--- config.mk ---
export PLATFORM = sky130hd
export DESIGN_NAME = regfile_wport_arbiter
export DESIGN_NICKNAME = d
export VERILOG_FILES = /design/src/rtl/regfile_wport_arbiter.sv
export SDC_FILE = /design/constraint.sdc
export NUM_CORES = 1
export LEC_CHECK = 0
export CAP_MARGIN = 25
export CORE_UTILIZATION = 56
export CTS_BUF_LIST = sky130_fd_sc_hd__clkbuf_8
export DETAILED_ROUTE_END_ITERATION = 6
export PLACE_DENSITY = 0.83
export SYNTH_ARGS = -nofsm -noshare
export SYNTH_HDL_FRONTEND = slang
export SYNTH_SLANG_ARGS = --single-unit
--- constraint.sdc ---
create_clock -name CLK -period 2.7 [get_ports CLK]
set_input_delay 0.54 -clock CLK [delete_from_list [all_inputs] [get_ports CLK]]
set_output_delay 0.54 -clock CLK [all_outputs]
set_load 0.01 [all_outputs]
--- src/rtl/regfile_wport_arbiter.sv ---
// Register-file write-port arbiter: WB stage has priority, long-unit results queue in a
// FIFO, a busy scoreboard flags hazards, and a starvation counter forces WB bubbles.
module regfile_wport_arbiter #(
  parameter int unsigned DEPTH      = 4,
  parameter int unsigned STARVE_MAX = 8
) (
  input  logic        CLK,
  input  logic        Reset,
  input  logic        wb_we,
  input  logic [4:0]  wb_ra,
  input  logic [31:0] wb_wd,
  input  logic        lu_valid,
  output logic        lu_ready,
  input  logic [4:0]  lu_ra,
  input  logic [31:0] lu_wd,
  input  logic        iss_valid,
  input  logic [4:0]  iss_ra,
  output logic        iss_ok,
  input  logic [4:0]  chk_ra1,
  input  logic [4:0]  chk_ra2,
  output logic        chk_busy,
  output logic        wb_stall,
  output logic        WE3,
  output logic [4:0]  RA3,
  output logic [31:0] WD3,
  output logic        err
);

  localparam int unsigned RW = 5;
  localparam int unsigned DW = 32;
  localparam int unsigned NR = 1 << RW;
  localparam int unsigned AW = (DEPTH > 1) ? $clog2(DEPTH) : 1;
  localparam int unsigned CW = AW + 1;
  localparam int unsigned SW = $clog2(STARVE_MAX + 1);

  typedef struct packed {
    logic [RW-1:0] ra;
    logic [DW-1:0] wd;
  } entry_t;

  entry_t        mem [DEPTH];
  entry_t        head;
  logic [AW-1:0] wr_ptr;
  logic [AW-1:0] rd_ptr;
  logic [CW-1:0] count;
  logic [NR-1:0] busy;
  logic [NR-1:0] busy_next;
  logic [SW-1:0] starve_cnt;
  logic          empty;
  logic          push;
  logic          pop;
  logic          iss_set;
  logic          starve_inc;
  logic          starve_hit;
  logic          err_event;

  assign head       = mem[rd_ptr];
  assign empty      = (count == '0);
  assign lu_ready   = (count < CW'(DEPTH));
  assign push       = lu_valid & lu_ready;
  assign pop        = ~wb_we & ~empty;
  assign iss_ok     = ~busy[iss_ra] | (iss_ra == '0);
  assign iss_set    = iss_valid & iss_ok & (iss_ra != '0);
  assign chk_busy   = busy[chk_ra1] | busy[chk_ra2];
  assign starve_inc = ~empty & wb_we;
  assign starve_hit = starve_inc & (starve_cnt == SW'(STARVE_MAX - 1));
  assign err_event  = (wb_we & wb_stall) | (iss_valid & ~iss_ok);

  // Write-port mux: WB wins, otherwise the FIFO head; r0 never raises WE3
  always_comb begin
    WE3 = 1'b0;
    RA3 = '0;
    WD3 = '0;
    if (wb_we) begin
      WE3 = (wb_ra != '0);
      RA3 = wb_ra;
      WD3 = wb_wd;
    end else if (!empty) begin
      WE3 = (head.ra != '0);
      RA3 = head.ra;
      WD3 = head.wd;
    end
  end

  // Scoreboard update: clear on pop first so a same-cycle issue wins
  always_comb begin
    busy_next = busy;
    if (pop)     busy_next[head.ra] = 1'b0;
    if (iss_set) busy_next[iss_ra]  = 1'b1;
    busy_next[0] = 1'b0;
  end

  always_ff @(posedge CLK) begin
    if (push) mem[wr_ptr] <= '{ra: lu_ra, wd: lu_wd};
  end

  always_ff @(posedge CLK) begin
    if (Reset) begin
      wr_ptr     <= '0;
      rd_ptr     <= '0;
      count      <= '0;
      busy       <= '0;
      starve_cnt <= '0;
      wb_stall   <= 1'b0;
      err        <= 1'b0;
    end else begin
      if (push) wr_ptr <= wr_ptr + AW'(1);
      if (pop)  rd_ptr <= rd_ptr + AW'(1);
      count    <= count + CW'(push) - CW'(pop);
      busy     <= busy_next;
      wb_stall <= starve_hit;
      err      <= err | err_event;
      if (pop || empty || starve_hit) starve_cnt <= '0;
      else if (starve_inc)            starve_cnt <= starve_cnt + SW'(1);
    end
  end

endmodule

==> results of run 1 <==
==> per-layer routing <==
layer / vias to the layer above / track usage, %
li1: 2788 / -
met5: - / 0
met3: 57 / 6.79
met4: 0 / 14.4
met1: 3130 / 35.9
met2: 323 / 52.8
==> worst max-delay path, delay by kind of cell (launching register included) <==
family          cells  cell delay, ns
compound gates      2            0.19
mux                 1            0.46
simple gates        2            0.68
buf+inv             1            0.15
flops               1            0.35
==> flip-flops by register name, summed over array words and instances, names as in the netlist, named ones only <==
name        flops
mem           148
busy           31
starve_cnt      4
count           3
rd_ptr          2
wr_ptr          2
err             1
wb_stall        1
==> metrics by stage <==
step	cells	TNS [ns]	instance area (µm²)	util, %	setup WS, ns
6_report	1006	-0.161	11600	76.3	-0.143
5_1_grt	1006	-0.473	11600	76.3	-0.209
4_1_cts	1001	-0.317	11600	76.2	-0.140
3_5_place_dp	940	-1.63	10800	71.3	-0.936
3_3_place_gp	940	-1.50	10800	71.3	-0.905
2_1_floorplan	580	0	8730	-	0.122
==> cell usage after synthesis (9+ instances only) <==
cell / count / area share, %
a22o_1: 37 / 3.7
buf_2: 9 / 0.52
clkbuf_1: 20 / 0.86
dfxtp_1: 46 / 11
edfxtp_1: 148 / 51
mux2i_1: 18 / 2.1
mux4_2: 45 / 12
nand2_1: 34 / 1.5
nand3_1: 23 / 1.3
nand3b_1: 11 / 0.95
nor2_1: 24 / 1.0
o211ai_1: 16 / 1.4
o21ai_0: 29 / 1.7
==> power breakdown <==
part / total [W] / switching (W) / internal, W
combinational: 0.00276 / 0.00130 / 0.00146
sequential: 0.00361 / 0.000116 / 0.00350
clock: 0.00208 / 0.00106 / 0.00102
==> worst min-delay path by stage <==
stage,end,slack (ns)
floorplan,starve_cnt[0],0.43
global placement,starve_cnt[0],0.44
detailed placement,starve_cnt[0],0.48
CTS,starve_cnt[0],0.50
global route,starve_cnt[0],0.51
finish,starve_cnt[0],0.49
==> final cells by class <==
| cell class | count | area [µm²] |
|---|---|---|
| Clock inverter | 15 | 204 |
| Sequential cell | 194 | 5380 |
| Fill cell | 876 | 3600 |
| Inverter | 7 | 26.3 |
| Clock buffer | 17 | 234 |
| Tap cell | 188 | 235 |
| Multi-Input combinational cell | 343 | 3250 |
| Timing Repair Buffer | 242 | 2270 |
==> placed cells by master (no fill, tap or decap), types with 15 or more instances in the layout <==
cell and count:
edfxtp_1 148, clkdlybuf4s50_1 84, buf_4 77, mux4_2 45, dfxtp_1 38, a22o_1 37
nand2_1 33, o21ai_0 29, nand3_1 23, nor2_1 22, buf_2 21, clkbuf_8 17
o211ai_1 16, mux2i_1 15
==> kinds of logic after synthesis <==
group	share of synthesized area [%]
flip-flops	61.4
AND/OR/NAND/NOR	10.4
buffers and inverters	2.34
AO/OA/AOI/OAI	8.51
adder cells (fa/ha/maj)	1.09
multiplexers	15.6
XOR/XNOR	0.602
==> timing repair <==
item / 4_1_cts / 5_1_grt
setup buffers: 26 / 6
cloned: 3 / 0
pin swaps: 15 / 7
setup endpoints to repair: 40 / 38
resized for setup: 151 / 30
hold buffers: 0 / 0
==> results.md, run 1 <==
- Number of DRC markers in iteration 0: 508
- IO Port Bufs: 136
- Final Slew Violations: 0
- First-pass GRT wire length: 36100 µm
- Initial Util: 57.4%
- Min cycle time layout: 2.84 ns
- Die W: 127 µm
- Post-synth EDFFs: 148
- Unrepaired setup endpoints after global routing: yes
- Worst min path class: reg -> reg
- Worst r2r dst: busy[16]
- Clock latency on the worst-skew pair: 0.47 ns
- Fin nets: 906
- Rel. slew slack: 61.1%
- Row cnt: 45
- Ys Warns: 0
- Cell Area, Synth: 8730 µm²
- Post-synthesis sequential area ratio: 61.4%
- Reg-to-reg slack, setup: 0.33 ns
- CTS buffer count: 17
- Highest Signal Layer: met4
- Die Area: 16100 µm²
- WL/cell: 23.4 µm
- Startpoint type of the worst setup path: register
- Crit-path max FO: 2
- Tot GR Track Use: 30.3%
- Antenna Violating Nets Remaining: 0
- Buffer depth of the longest clock path: 2
- Total gr overflow: 0
- Setup Viol. Count Final: 3
- Failing checks: setup timing
- Critical path cell sequence: mux4_2 > and3_4 > o21ai_2 > o21ai_1 > or4_1 > buf_2
- H-Tree Depth: 4
- CTS tree: yes
- PD cells: 728 nW/µm²
- Synth async-reset ratio: 0%
- Met3 Routed Length: 1630 µm
- Initial antenna violation count: 0
- CORE AREA: 15200 µm²
- Arr. time, crit path: 2.30 ns
- Power Total: 0.00845 W
- Met1 Wirelength: 8740 µm
- Required time worst endpoint: 2.16 ns
- Worst Setup End Kind: output port
- Final WS setup: -0.143 ns
- Max-cap violations: 0
- Reg clk slew, reported paths: 0.10 ns
- First-pass iteration count of the detailed router: 6
- Lkg Pwr: 4.12 nW
- Cell variety after synth: 56
- Max Fclk: 352 MHz
- Met2 Wirelength: 12400 µm
- Routed WL: 23500 µm
- Worst Reg-to-Reg Cells: 9
- CP startpoint: busy[31]
- Status: finished, violations left
- Largest net degree at the start of global routing: 48
- Final hold slack: 0.491 ns
- Worst setup path category: reg -> out
- Vias in the first global route: 6637
- Area Growth Syn to Fin: 32.9%
- DR vias/cell: 6.26
- Final hold viol count: 0
- Tcrit/Tclk final: 105%
- DR DRC count: 0
- Synth Instances: 580
- Hold path depth: 1
- Vias post-DR: 6298
- Worst Setup EP: chk_busy
- Maximum VDD drop: 0.000559 V
- Worst path max stage delay: 0.49 ns
- Top-Level Pins: 137
- HP Start: starve_cnt[0]
- Worst slew pin tran: 0.582 ns
- Clock Skew: 0.0148 ns
- CTS Sinks: 194
- ANT cells: 0
- Post-Syn Area per Cell: 15.1 µm²
- Most used DFF post-synth: edfxtp_1
- Share of post-route cells with drive strength above 1: 30.8%
- Root buf cell: clkbuf_8
- Mapped Nets: 681
- GP Congestion: 0.986
- Critical-path top delay cell: or4_1
- Die Ht: 127 µm
- DP HPWL: 15400 µm
- Yosys reg bits: 194
Power figures use the tool's default switching activity.
==> run 2, diff against run 1 <==
Settings changed: PLACE_DENSITY 0.83 to 0.92.
==> results.md, run 2 (synthesis gave the netlist of run 1 again) <==
- Share of post-route cells with drive strength above 1: 32.0%
- DR DRC count: 0
- Largest net degree at the start of global routing: 38
- Vias in the first global route: 6746
- Clock Skew: 0.0125 ns
- Highest Signal Layer: met5
- Final hold slack: 0.474 ns
- Most frequent cells in the layout: edfxtp_1, clkdlybuf4s50_1, buf_4
- DR vias/cell: 6.57
- Reg-to-reg slack, setup: 0.16 ns
- Fin nets: 903
- WL/cell: 25.5 µm
- Initial Util: 57.4%
- Met1 Wirelength: 8930 µm
- Reg clk slew, reported paths: 0.10 ns
- Biggest register: mem
- Tot GR Track Use: 32.5%
- Area after DPL: 10900 µm²
- Buffer depth of the longest clock path: 2
- Failing checks: setup timing
- First-pass GRT wire length: 38200 µm
- Worst min path class: reg -> reg
- Worst slew pin tran: 0.567 ns
- Maximum VDD drop: 0.000608 V
- GP Congestion: 1.05
- Crit-path max FO: 3
- Antenna Violating Nets Remaining: 0
- Setup Viol. Count Final: 4
- Worst r2r dst: busy[10]
- Hold path depth: 1
- Worst Reg-to-Reg Cells: 9
- Min cycle time layout: 2.86 ns
- Final hold viol count: 0
- PD cells: 723 nW/µm²
- ANT cells: 0
- Required time worst endpoint: 2.16 ns
- Max-cap violations: 0
- Root buf cell: clkbuf_8
- Area Growth Syn to Fin: 32.3%
- Met2 Wirelength: 13200 µm
- CTS buffer count: 17
- Initial antenna violation count: 1
- Regs by FF count: mem x148, busy x31, starve_cnt x4
- Die W: 127 µm
- Number of DRC markers in iteration 0: 655
- First-pass iteration count of the detailed router: 6
- Arr. time, crit path: 2.32 ns
- HP Start: starve_cnt[0]
- Status: finished, violations left
- Tcrit/Tclk final: 106%
- Routed WL: 25500 µm
- Worst setup path category: reg -> out
- H-Tree Depth: 4
- Die Area: 16100 µm²
- Final Slew Violations: 0
- Top-Level Pins: 137
- Max reg flops: 148
- Hold Crit Endpoint: starve_cnt[0]
- Total gr overflow: 0
- CORE AREA: 15200 µm²
- Final instance area: 11600 µm²
- Worst Setup End Kind: output port
- Met3 Routed Length: 2290 µm
- Max Fclk: 350 MHz
- CTS Sinks: 194
- Startpoint type of the worst setup path: register
- IO Port Bufs: 136
- Commonest non-fill, non-tap cell in the layout: edfxtp_1
- Row cnt: 45
- Vias post-DR: 6594
- Final WS setup: -0.159 ns
- Unrepaired setup endpoints after global routing: yes
- Die Ht: 127 µm
- Lkg Pwr: 4.05 nW
- Clock latency on the worst-skew pair: 0.48 ns
- CTS tree: yes
- Hold buffers post-CTS: 0
- DP HPWL: 16600 µm
- Rel. slew slack: 61.8%
run 2: cell types whose count changed in the layout (fill, tap and decap cells not counted), moves of 3 or more:
cell             change
buf_4                -5
mux4_1               -5
mux4_2               +5
bufinv_16            -4
clkdlybuf4s15_1      -4
clkbuf_2             +3
clkinv_8             +3
dfxtp_2              -3
inv_6                +3
run 2: cell type report:
type / count / area (µm²)
Sequential cell: 194 / 5380
Inverter: 7 / 26.3
Fill cell: 809 / 3650
Tap cell: 188 / 235
Clock buffer: 17 / 234
Timing Repair Buffer: 239 / 2260
Multi-Input combinational cell: 343 / 3270
Clock inverter: 15 / 155
run 2: routing by layer:
layer  global-route usage (%)  vias to the layer above
met5                        0                        -
met4                     14.6                        2
met3                     7.59                       95
met2                     57.0                      452
met1                     38.0                     3257
li1                         -                     2788
run 2: how the worst max path moves through the flow:
stage,endpoint,slack (ns),cells after the start
after global placement,chk_busy,-0.87,8
after floorplan,chk_busy,0.12,6
after global routing,WE3,-0.24,8
after CTS,chk_busy,-0.16,6
after detailed placement,chk_busy,-0.92,8
final,WE3,-0.16,8
run 2: through the flow:
stage	util [%]	std cells	setup TNS, ns	total power, W	setup WS [ns]
2_1_floorplan	-	580	0	0.00499	0.122
3_3_place_gp	71.4	944	-1.49	0.00599	-0.874
3_5_place_dp	71.4	944	-1.61	0.00611	-0.922
4_1_cts	75.9	999	-0.287	0.00823	-0.158
5_1_grt	76.0	1003	-0.790	0.00862	-0.237
6_report	76.0	1003	-0.363	0.00836	-0.159
run 2: what timing repair did:
| action | in CTS | in global routing |
|---|---|---|
| cloned | 3 | 0 |
| endpoints found under the setup margin | 40 | 36 |
| pin swaps | 17 | 10 |
| setup buffers | 21 | 7 |
| resized for setup | 170 | 39 |
run 2: report_power, final:
group / total [W] / switching (W) / leakage [nW] / internal [W]
Clock: 0.00184 / 0.00115 / 0.194 / 0.000693
Sequential: 0.00363 / 0.000134 / 1.73 / 0.00350
Combinational: 0.00289 / 0.00138 / 2.12 / 0.00150
run 2: worst max-delay path: stages, from the launching register on:
cell and delay [ns]:
dfxtp_4 0.40, buf_12 0.12, buf_12 0.09, mux4_2 0.57, nor3_4 0.30, nand2_2 0.11
nand2_1 0.07, nand2_1 0.05, buf_2 0.14
==> RTL change 1: new RTL, config.mk and constraints of run 1 <==
Make the reset (`Reset`) asynchronous in one clocked block.
--- a/src/rtl/regfile_wport_arbiter.sv
+++ b/src/rtl/regfile_wport_arbiter.sv
@@ -94,7 +94,7 @@
     if (push) mem[wr_ptr] <= '{ra: lu_ra, wd: lu_wd};
   end
 
-  always_ff @(posedge CLK) begin
+  always_ff @(posedge CLK or posedge Reset) begin
     if (Reset) begin
       wr_ptr     <= '0;
       rd_ptr     <= '0;
Formal check against the unedited RTL: differs if Reset is asserted again (counterexample within 4 cycles, from zero or initial values and one cycle with Reset high); with Reset held inactive, the same outputs for 4 cycles.
==> RTL change 1 against run 1 <==
Sequential cell count down 2. Highest routed layer unchanged. The run ends with DRC, setup timing left. Hold slack worse by 0.0089 ns. Area after synthesis fell by 3.0%. Routed wire length fell by 5.5%. Sequential power rose by 18%. Worst setup slack got worse by 0.026 ns. Design area is 4.4% lower. Largest power group is now combinational logic. Critical endpoint is now WE3. Largest cell class unchanged. Total power up 23%.
==> RTL change 1: results (changes against run 1) <==
Status - complete, but fails checks
Failing checks - DRC, setup timing
Layout Nets - 815 (-10%)
XOR/XNOR Fraction of Synth Area - 0.00724 (+0.00122)
Leakage dissipation - 4.09 nW (-0.69%)
Sequential area share after synthesis - 0.654 (+0.0400)
Biggest regs - mem: 148 flops, busy: 31 flops, starve_cnt: 4 flops
DRT Wirelength - 22200 µm (-5.5%)
Max IR drop VDD - 0.583 mV (+4.3%)
First-pass GRT wire length - 33800 µm (-6.2%)
Vias in the first global route - 6001 (-9.6%)
Synth cell types - 43 (-23%)
Commonest cells in the synthesized netlist - edfxtp_1 (148), o21ai_0 (61), mux4_2 (56), dfrtp_1 (44), a22o_1 (37)
Ys async rst share - 0.229 (+0.229)
Fin worst setup slack - -0.169 ns (-0.0258 ns)
Layout cell share with drive strength beyond 1 - 0.333 (+0.0248)
Synth Area in Compound Gates - 0.0870 (+0.00186)
Starting DRT DRC Count - 455 (-10%)
Slowest stage delay, CP - 0.52 ns (+0.03 ns)
DP Wirelength - 13700 µm (-11%)
Vias - 5771 (-8.4%)
Fill cell count - 837 (-4.5%)
GP Congestion - 0.999 (+1.3%)
Crit path max-delay family - multiplexers
Post-Syn Nets - 603 (-11%)
Iteration count of the initial detailed-routing pass - 7 (+1)
CTS Buf Count - 17 (unchanged)
Worst slew pin tran - 0.568 ns (-0.0134 ns)
Synth top area cells - edfxtp_1 (52%), mux4_2 (15%), dfrtp_1 (13%)
Reg-to-reg startpoint - rd_ptr[0]$_DFFE_PP0P_
Crit path DAT - 2.33 ns (+0.03 ns)
Hold Startpoint - starve_cnt[0]$_DFFE_PP0P_
CP max stage cell - mux4_2
Placed cell area - 10400 µm² (-4.0%)
Post-synth EDFFs - 148 (unchanged)
Worst Setup Path Type - register to output port
Final setup fails - 10 (+7)
Adder-Cell Fraction of Synth Area - 0.0112 (+0.000333)
Setup_tns - -0.689 ns (-0.528 ns)
Final Skew - 0.0116 ns (-0.00319 ns)
Multiplexer share of the synthesized area - 0.174 (+0.0175)
Worst skew pair latency - 0.45 ns (-0.02 ns)
DRC Markers - 12 (+12)
Largest net degree at the start of global routing - 45 (-6.3%)
Tot GR Track Use - 0.296 (-0.00685)
CTS H-Tree Depth - 4 (unchanged)
Antenna violations before repair - 1 (+1)
Clk pin slew, worst setup/hold paths - 0.10 ns (about the same)
CP Max Fanout - 4 (+2)
Final ANT Viol Nets - 0 (unchanged)
[RTL change 1: cells by family after synthesis]
family                     Yosys count
DFF                                192
AOI/OAI and AO/OA                  113
and+or+nand+nor                     75
muxes                               73
buffers and inverters               35
xor gates and xnor gates             7
adders and majority gates            7
[RTL change 1: what timing repair did]
item	in CTS	in global routing
gates resized for setup	161	38
hold buffers	0	0
pin swaps	8	20
setup endpoints to repair	40	40
buffers inserted	21	11
gates cloned	3	1
[RTL change 1: power breakdown]
part	total, mW	internal, mW	switching [mW]
registers	4.27	3.82	0.448
clock network	1.85	0.766	1.08
logic	4.29	2.36	1.93
[RTL change 1: worst register-to-register path: cells and delay by family, from the launching register on]
kind,cells,cell delay (ns)
flops,1,0.44
compound gates,2,0.43
simple gates,1,0.37
buf+inv,4,0.55
mux,1,0.55
[RTL change 1: layout make-up]
type	count	area, µm²	area share
antenna	1	2.50	0.000226
clock buffer	17	234	0.0211
inverter	7	26.3	0.00237
timing repair buffer	221	2090	0.188
sequential	192	5560	0.501
clock inverter	15	159	0.0143
tap	184	230	0.0208
multi-input combinational	275	2790	0.252
[RTL change 1: per-stage QoR]
step	setup slack (ns)	std cells	hold WS (ns)	power, mW	util
floorplan	0.192	502	0.433	6.33	-
global placement	-0.741	844	0.444	7.82	0.711
detailed placement	-0.789	844	0.476	7.92	0.711
CTS	-0.183	900	0.490	10.1	0.751
global route	-0.252	912	0.534	10.8	0.757
finish	-0.169	912	0.482	10.4	0.757
[RTL change 1: final timing paths]
path	to	slack, ns	cells past startpoint
worst max-delay path	WE3	-0.17	6
worst min-delay path	starve_cnt[0]$_DFFE_PP0P_	0.48	1
worst max register to register	busy[18]$_DFF_PP0_	0.23	8
worst min register to register	starve_cnt[0]$_DFFE_PP0P_	0.48	1
max in group asynchronous	rd_ptr[1]$_DFFE_PP0P_	1.73	3
min in group asynchronous	err$_DFF_PP0_	0.53	3
[RTL change 1: routing by layer]
| layer | wire, µm | GRT usage |
|---|---|---|
| met1 | 8140 | 0.361 |
| met2 | 11600 | 0.507 |
| met3 | 1790 | 0.0676 |
| met4 | 708 | 0.141 |
| met5 | 0 | 0 |
==> RTL change 2: new RTL, settings of run 1 <==
Without the edit above. The parameter `STARVE_MAX` goes from 8 to 16.
--- a/src/rtl/regfile_wport_arbiter.sv
+++ b/src/rtl/regfile_wport_arbiter.sv
@@ -2,7 +2,7 @@
 // FIFO, a busy scoreboard flags hazards, and a starvation counter forces WB bubbles.
 module regfile_wport_arbiter #(
   parameter int unsigned DEPTH      = 4,
-  parameter int unsigned STARVE_MAX = 8
+  parameter int unsigned STARVE_MAX = 16
 ) (
   input  logic        CLK,
   input  logic        Reset,
Function: same outputs for any inputs over 4 cycles, from zero or initial values and one cycle with Reset high; that may be too few to reach the edited logic, so the function may still have changed.
==> RTL change 2 against run 1 <==
Total power shrank 5.7%. Worst setup slack gained 0.050 ns. Routed wire length fell by 7.0%. Largest power group unchanged. Final cell count shrank 5.5%. Area after synthesis decreased by 0.62%. Non-clock buffer count fell by 27. Register-to-register slack worse by 0.10 ns. Global-route usage fell by 2.0 points. Critical endpoint is now WE3. Design area is 3.6% lower. Sequential cell count rose by 1. Combinational power shrank 7%. Critical path type unchanged. The flow still finishes with violations (setup timing). Fmax up 1.8%.
==> RTL change 2: results (changes against run 1) <==
Hold EP - wb_stall$_SDFF_PP0_
Via/cell ratio - 6.22 (-0.65%)
Setup crit start kind - register
Clock share of power - 0.224 (-0.022)
XOR/XNOR Fraction of Synth Area - 0.00807 (+0.00206)
Setup slack, reg-to-reg - 0.23 ns (-0.10 ns)
Sequential area share after synthesis - 0.621 (+0.00612)
Final setup fails - 2 (-1)
Synth Area in Compound Gates - 0.0855 (+0.000383)
Layout Nets - 852 (-6.0%)
Sw power - 2.43 mW (-2.0%)
Multiplexer share of the synthesized area - 0.167 (+0.0112)
Adder-Cell Fraction of Synth Area - 0.0124 (+0.00151)
Post-Syn Nets - 656 (-3.7%)
DP Wirelength - 14700 µm (-4.7%)
Commonest cells in the synthesized netlist - edfxtp_1 (148), mux4_2 (59), dfxtp_1 (47), a22o_1 (37), o31ai_1 (30)
Leakage dissipation - 3.88 nW (-5.8%)
Hold Startpoint - wb_we
Fin worst setup slack - -0.0929 ns (+0.0502 ns)
Final Skew - 0.0107 ns (-0.00408 ns)
Iteration count of the initial detailed-routing pass - 5 (-1)
Layout cell share with drive strength beyond 1 - 0.299 (-0.00925)
P_clk - 1.78 mW (-14%)
CP max stage cell - mux4_2
Worst setup endpoint - WE3
Largest net degree at the start of global routing - 38 (-21%)
Worst slack, placed - -0.820 ns (+0.116 ns)
CP Max Fanout - 4 (+2)
DRT Wirelength - 21900 µm (-7.0%)
Slowest stage delay, CP - 0.56 ns (+0.07 ns)
N_diodes - 0 (unchanged)
Crit path DAT - 2.25 ns (-0.05 ns)
WHS Path Cells - 2 (+1)
Crit path max-delay family - multiplexers
Tot GR Track Use - 0.283 (-0.0199)
Synth cell types - 45 (-20%)
Clk pin slew, worst setup/hold paths - 0.10 ns (about the same)
Min Hold Slack - 0.430 ns (-0.0607 ns)
Main combinational cell family by area after synthesis - multiplexers
Biggest regs - mem: 148 flops, busy: 31 flops, starve_cnt: 5 flops
Failing checks - setup timing
First-pass GRT wire length - 33600 µm (-6.8%)
Max IR drop VDD - 0.534 mV (-4.6%)
Min-Delay Path Class - input port to register
Sequential power - 3.62 mW (about the same)
Synth top area cells - edfxtp_1 (51%), mux4_2 (15%), dfxtp_1 (11%)
Vias in the first global route - 6102 (-8.1%)
CORE AREA - 15100 µm² (-0.37%)
Worst skew pair latency - 0.47 ns (about the same)
Worst slew pin tran - 0.721 ns (+0.140 ns)
Starting DRT DRC Count - 393 (-23%)
GP Congestion - 0.946 (-4.0%)
Status - complete, but fails checks
RTL change 2: cell types whose count changed after synthesis, moves of 7 or more:
cell / change
nor2b_1: +16
mux4_2: +14
nand2_1: -7
o21ai_0: -10
buf_2: -8
nand3_1: -15
o31ai_1: +30
nand3b_1: +12
o211ai_1: -15
mux2i_1: -8
RTL change 2: per-layer routing:
metal / part of all wire / vias to the layer above / track usage
li1: - / 2621 / -
met1: 0.38 / 2979 / 0.340
met2: 0.52 / 273 / 0.496
met3: 0.066 / 42 / 0.0574
met4: 0.030 / 0 / 0.129
met5: 0 / - / 0
RTL change 2: what timing repair did:
action                                  in CTS  in global routing
endpoints found under the setup margin      40                 37
pin swaps                                    5                  5
buffers inserted                             5                 10
gates cloned                                 2                  0
gates resized for setup                    105                 69
RTL change 2: area by class of cell:
class,instances,area (µm²)
Sequential cell,195,5410
Fill cell,875,3960
Multi-Input combinational cell,314,3130
Timing Repair Buffer,215,2010
Tap cell,188,235
Clock buffer,17,234
Clock inverter,15,144
Inverter,7,26.3
RTL change 2: worst register-to-register path, stage by stage, from the launching register on:
cell and delay [ns]:
dfxtp_4 0.38, buf_12 0.12, buf_4 0.11, mux4_2 0.51, buf_4 0.17, buf_4 0.16
nor4_1 0.55, nand2_1 0.15, nand3b_1 0.12, o31ai_1 0.06
RTL change 2: per-stage QoR:
step	cell area (µm²)	instances	util	setup TNS [ns]
after floorplan	8680	554	-	0
after global placement	10700	905	0.704	-10.49
after detailed placement	10700	905	0.704	-11.32
after CTS	11200	944	0.738	-1.79
after global routing	11200	951	0.738	-0.311
final	11200	951	0.738	-0.153
RTL change 2: cells by family after synthesis:
logic type / count (synthesis)
fa+ha+maj: 8
mux: 71
compound gates: 100
buf+inv: 45
flops: 195
simple gates: 127
xor+xnor: 8
